<file path="src/rtl/cpu_step_ctrl.sv">
// CPU clock-enable generator on the board clock: fast/slow free-running strobes, or one
// debounced strobe per button press in single-step mode.
module cpu_step_ctrl #(
    parameter int unsigned FAST_DIV  = 4,
    parameter int unsigned SLOW_DIV  = 33554432,
    parameter int unsigned DB_CYCLES = 1000000
) (
    input  logic        clk,
    input  logic        rst,
    input  logic        SW2,
    input  logic        step_mode,
    input  logic        step_btn,
    output logic        cpu_ce,
    output logic [31:0] ce_count,
    output logic        step_busy
);

    localparam int unsigned MaxDiv = (FAST_DIV > SLOW_DIV) ? FAST_DIV : SLOW_DIV;
    localparam int unsigned DivW   = $clog2(MaxDiv);
    localparam int unsigned DbW    = $clog2(DB_CYCLES);

    localparam logic [DivW-1:0] FastLast = DivW'(FAST_DIV - 1);
    localparam logic [DivW-1:0] SlowLast = DivW'(SLOW_DIV - 1);
    localparam logic [DbW-1:0]  DbLast   = DbW'(DB_CYCLES - 1);

    typedef enum logic [1:0] {
        StIdle,
        StPressWait,
        StPressed,
        StReleaseWait
    } state_e;

    // Synchronizer bit order is {step_btn, step_mode, SW2}.
    logic [2:0]      sync_meta_q, sync_s_q;
    logic            sw2_s, step_s, btn_s;

    logic [1:0]      mode, mode_q;
    logic            mode_chg;
    logic [DivW-1:0] div_last;

    state_e          state_q, state_d;
    logic [DbW-1:0]  db_cnt_q, db_cnt_d;
    logic [DivW-1:0] div_cnt_q, div_cnt_d;
    logic            ce_q, ce_d;
    logic [31:0]     ce_count_q, ce_count_d;
    logic            busy_q, busy_d;

    assign sw2_s    = sync_s_q[0];
    assign step_s   = sync_s_q[1];
    assign btn_s    = sync_s_q[2];

    assign mode     = {step_s, sw2_s};
    assign mode_chg = (mode != mode_q);
    assign div_last = sw2_s ? SlowLast : FastLast;

    always_comb begin
        state_d    = state_q;
        db_cnt_d   = db_cnt_q;
        div_cnt_d  = div_cnt_q;
        ce_d       = 1'b0;
        ce_count_d = ce_count_q + 32'(ce_q);

        if (mode_chg) begin
            // Any mode switch restarts from a clean state, so no short or double strobe.
            div_cnt_d = '0;
            db_cnt_d  = '0;
            state_d   = StIdle;
        end else if (!step_s) begin
            if (div_cnt_q == div_last) begin
                div_cnt_d = '0;
                ce_d      = 1'b1;
            end else begin
                div_cnt_d = div_cnt_q + DivW'(1);
            end
        end else begin
            div_cnt_d = '0;
            unique case (state_q)
                StIdle: begin
                    if (btn_s) begin
                        state_d  = StPressWait;
                        db_cnt_d = '0;
                    end
                end
                StPressWait: begin
                    if (!btn_s) begin
                        state_d = StIdle;
                    end else if (db_cnt_q == DbLast) begin
                        state_d = StPressed;
                        ce_d    = 1'b1;
                    end else begin
                        db_cnt_d = db_cnt_q + DbW'(1);
                    end
                end
                StPressed: begin
                    if (!btn_s) begin
                        state_d  = StReleaseWait;
                        db_cnt_d = '0;
                    end
                end
                StReleaseWait: begin
                    // A bounce back to high returns to the held state without a new strobe.
                    if (btn_s) begin
                        state_d = StPressed;
                    end else if (db_cnt_q == DbLast) begin
                        state_d = StIdle;
                    end else begin
                        db_cnt_d = db_cnt_q + DbW'(1);
                    end
                end
                default: state_d = StIdle;
            endcase
        end

        busy_d = (state_d != StIdle);
    end

    always_ff @(posedge clk) begin
        if (rst) begin
            sync_meta_q <= '0;
            sync_s_q    <= '0;
            mode_q      <= '0;
            state_q     <= StIdle;
            db_cnt_q    <= '0;
            div_cnt_q   <= '0;
            ce_q        <= 1'b0;
            ce_count_q  <= '0;
            busy_q      <= 1'b0;
        end else begin
            sync_meta_q <= {step_btn, step_mode, SW2};
            sync_s_q    <= sync_meta_q;
            mode_q      <= mode;
            state_q     <= state_d;
            db_cnt_q    <= db_cnt_d;
            div_cnt_q   <= div_cnt_d;
            ce_q        <= ce_d;
            ce_count_q  <= ce_count_d;
            busy_q      <= busy_d;
        end
    end

    assign cpu_ce    = ce_q;
    assign ce_count  = ce_count_q;
    assign step_busy = busy_q;

endmodule

</file>
<file path="config.mk">
export PLATFORM = sky130hd
export DESIGN_NAME = cpu_step_ctrl
export DESIGN_NICKNAME = d
export VERILOG_FILES = /design/src/rtl/cpu_step_ctrl.sv
export SDC_FILE = /design/constraint.sdc
export NUM_CORES = 1
export LEC_CHECK = 0
export CAP_MARGIN = 15
export CORE_MARGIN = 2
export CORE_UTILIZATION = 40
export CTS_CLUSTER_SIZE = 8
export DETAILED_ROUTE_END_ITERATION = 12
export GPL_ROUTABILITY_DRIVEN = 0
export PLACE_DENSITY_LB_ADDON = 0.25
export SYNTH_ARGS = -nofsm -noshare
export SYNTH_HDL_FRONTEND = slang
export SYNTH_SLANG_ARGS = --single-unit
</file>
<file path="constraint.sdc">
create_clock -name clk -period 2.2 [get_ports clk]
set_clock_uncertainty 0.15 [all_clocks]
set_input_delay 0.22 -clock clk [delete_from_list [all_inputs] [get_ports clk]]
set_output_delay 0.22 -clock clk [all_outputs]
set_load 0.01 [all_outputs]
</file>
==> flow_metrics.tcl <==
set metrics [dict create \
    synth_fa_ha_area_share_pct 1.26 \
    pwr-share-comb_pct 3.1 \
    cts.htree.levels 3 \
    cts_buffer_depth 2 \
    layout_common_cells "dfxtp_1 (89), nor2_1 (76), nand3_1 (39)" \
    routed_wl_um 8240 \
    root_buffer "clkbuf_8" \
    cp_data_arrival_time_ns 2.06 \
    synth_top_family_by_area "simple AND/OR/NAND/NOR gates" \
    reg2reg_slack_ns 0.22 \
    crit_path_start_kind "flop" \
    die_h_um 104 \
    placed_cell_area_um2 4560 \
    setup_slack_ns 0.220 \
    rsz0062_at_grt "no" \
    place_inst 626 \
    worst_ep_required_time_ns 2.28 \
    netlist_instances 456 \
    synth-xor-area-share_pct 14.6 \
    avgSynthCellArea_um2 8.69 \
    switchingPower_mw 0.638 \
    synth_edf_count 0 \
    drv_slew 0 \
    fin_util_pct 49.1 \
    max_slew.worst_pin.slew_ns 0.617 \
    io_pins 39 \
    die-area_um2 10700 \
    finalHoldViolations 0 \
    cts_tree "built" \
    syn_to_final_growth_pct 19.9 \
    crit_path_end_kind "flop" \
    final_common_cell "dfxtp_1" \
    grt_pass1_wl_um 14600 \
    slew_headroom_pct 58.5 \
    postCtsHoldBufs 0 \
    p_total_mw 2.82 \
    swShare_pct 22.6 \
    vias 3305 \
    nets 513 \
    firstDrtPassIters 4 \
    num_rows 36 \
    routedWlPerCell_um 12.8 \
    instances_no_fill 642 \
    drive_above_1_share_pct 6.88 \
    ir_worst_vdd_v 0.000256 \
    route.detailed.drc 0 \
    start_util_pct 40.9 \
    p_per_area_nw_per_um2 594 \
    antenna_found_initial 0 \
    max_clock_freq_ghz 0.505 \
    avgViaCountPerCell 5.15 \
    reg2reg_from "db_cnt_q[0]$_SDFFE_PP0P_" \
    synthSimpleGateAreaFrac_pct 32.2 \
    seqPwrFrac_pct 57.8 \
    cts_made_buffers 9 \
    holdWs_ns 0.269 \
    endpoint "step_busy$_SDFF_PP0_" \
    rr_endpoint "step_busy$_SDFF_PP0_" \
    p_leak_nw 1.61 \
    netlist_area_um2 3960 \
    startpoint "db_cnt_q[0]$_SDFFE_PP0P_" \
    synth_async_sr_flop_share_pct 0 \
    cp_max_fo 6 \
    synth_compound_area_share_pct 4.39 \
    finish.instance_area_um2 4750 \
    diodes 0 \
    yosys_warnings 0 \
    preCtsSetupSlack_ns 0.216 \
    path_class "flop to flop" \
    fillers 951 \
    power_frac_clock_pct 39.1 \
    grt_overflow 0 \
    cts_setup_buffers 0 \
    place_hpwl_um 5940 \
    min_period_over_period_pct 90.0 \
    fin_crit_ns 1.98 \
    cts.reportedPaths.clkPinSlew_ns 0.08 \
    synth_flop_cell "dfxtp_1" \
    grt_max_degree 26 \
    synth.yosys.seq_area_share_pct 44.9 \
    dieWidth_um 104 \
    grt_pass1_vias 3041 \
    p_int_mw 2.18 \
    cts_resized 0 \
    finalSetupViolations 0 \
    fin_setup_tns_ns 0 \
    hp-class "input pin to flop" \
    maxCapViolations 0 \
    outcome "finished clean" \
    ys_types 42 \
    clock_latency_ns 0.36 \
    ys_seq_elements 89 \
    core_um2 9680 \
    synthMuxAreaShare_pct 0 \
    track_usage_pct 16.1 \
    synth_fp_nets 465 \
    cts.sinks 89 \
    ant_nets 0 \
    drt_iter0_markers 67 \
    rr_worst_depth 6 \
    portBuffers 38 \
]
==> routing by layer <==
| metal | vias to the layer above | GRT usage [%] | part of all wire (%) |
|---|---|---|---|
| li1 | 1688 | - | - |
| met1 | 1535 | 21.6 | 48 |
| met2 | 69 | 26.0 | 46 |
| met3 | 13 | 2.96 | 3.7 |
| met4 | 0 | 6.08 | 1.7 |
| met5 | - | 0 | 0 |
==> logic make-up (layout without fill, tap and decap cells) <==
kind of cell | Yosys count | in the layout
simple gates | 246 | 246
compound gates | 28 | 28
buf+inv | 23 | 76
fa+ha+maj | 4 | 4
xor+xnor | 66 | 66
flops | 89 | 89
==> registers in the layout, summed over array words and instances (netlist names) <==
| register | cells |
|---|---|
| db_cnt_q | 20 |
| step_busy | 1 |
| cpu_ce | 1 |
| sync_s_q | 3 |
| mode_q | 2 |
| state_q | 2 |
| sync_meta_q | 3 |
| ce_count | 32 |
| div_cnt_q | 25 |
==> power by group through the flow <==
stage	logic, mW	clock network (mW)	registers (mW)
finish	0.0876	1.10	1.63
global route	0.0986	1.21	1.63
CTS	0.0904	1.16	1.63
detailed placement	0.0899	0	1.67
global placement	0.0892	0	1.67
floorplan	0.0527	0	1.66
==> cell type report <==
| class | count | area, µm² | area share [%] |
|---|---|---|---|
| sequential | 89 | 1780 | 37.5 |
| inverter | 8 | 30.0 | 0.632 |
| clock inverter | 6 | 67.6 | 1.42 |
| multi-input combinational | 344 | 2080 | 43.8 |
| tap | 133 | 166 | 3.50 |
| timing repair buffer | 52 | 498 | 10.5 |
| clock buffer | 10 | 128 | 2.69 |
==> worst min path at each step <==
stage,slack [ns],cells after the start,from,endpoint
finish,0.27,2,step_btn,sync_meta_q[2]$_SDFF_PP0_
global route,0.28,2,step_mode,sync_meta_q[1]$_SDFF_PP0_
CTS,0.25,2,step_btn,sync_meta_q[2]$_SDFF_PP0_
detailed placement,0.29,1,sync_meta_q[0]$_SDFF_PP0_,sync_s_q[0]$_SDFF_PP0_
global placement,0.28,1,sync_meta_q[1]$_SDFF_PP0_,sync_s_q[1]$_SDFF_PP0_
floorplan,0.20,1,SW2,sync_meta_q[0]$_SDFF_PP0_
==> critical path, stage by stage, from the launching register on <==
cell     delay [ns]
dfxtp_1        0.42
ha_1           0.21
nand3_1        0.17
nor2_1         0.32
and2_2         0.24
a21oi_1        0.08
a211o_1        0.28
==> Yosys cell counts, drive strengths merged, types with 3 or more instances <==
| library cell | number | area [µm²] |
|---|---|---|
| a21oi | 9 | 45.0 |
| and3 | 11 | 68.8 |
| and4 | 11 | 97.6 |
| buf | 4 | 31.3 |
| clkbuf | 11 | 41.3 |
| dfxtp | 89 | 1780 |
| ha | 4 | 50.1 |
| inv | 8 | 30.0 |
| nand2 | 30 | 115 |
| nand3 | 39 | 195 |
| nand4 | 24 | 150 |
| nor2 | 76 | 285 |
| nor2b | 11 | 68.8 |
| nor3 | 15 | 75.1 |
| nor4 | 14 | 106 |
| o211ai | 3 | 22.5 |
| o21a | 3 | 22.5 |
| o21ai | 6 | 30.0 |
| or3 | 4 | 25.0 |
| xnor2 | 29 | 254 |
| xor2 | 37 | 324 |
Note: power is estimated with default switching activity, not from simulation.
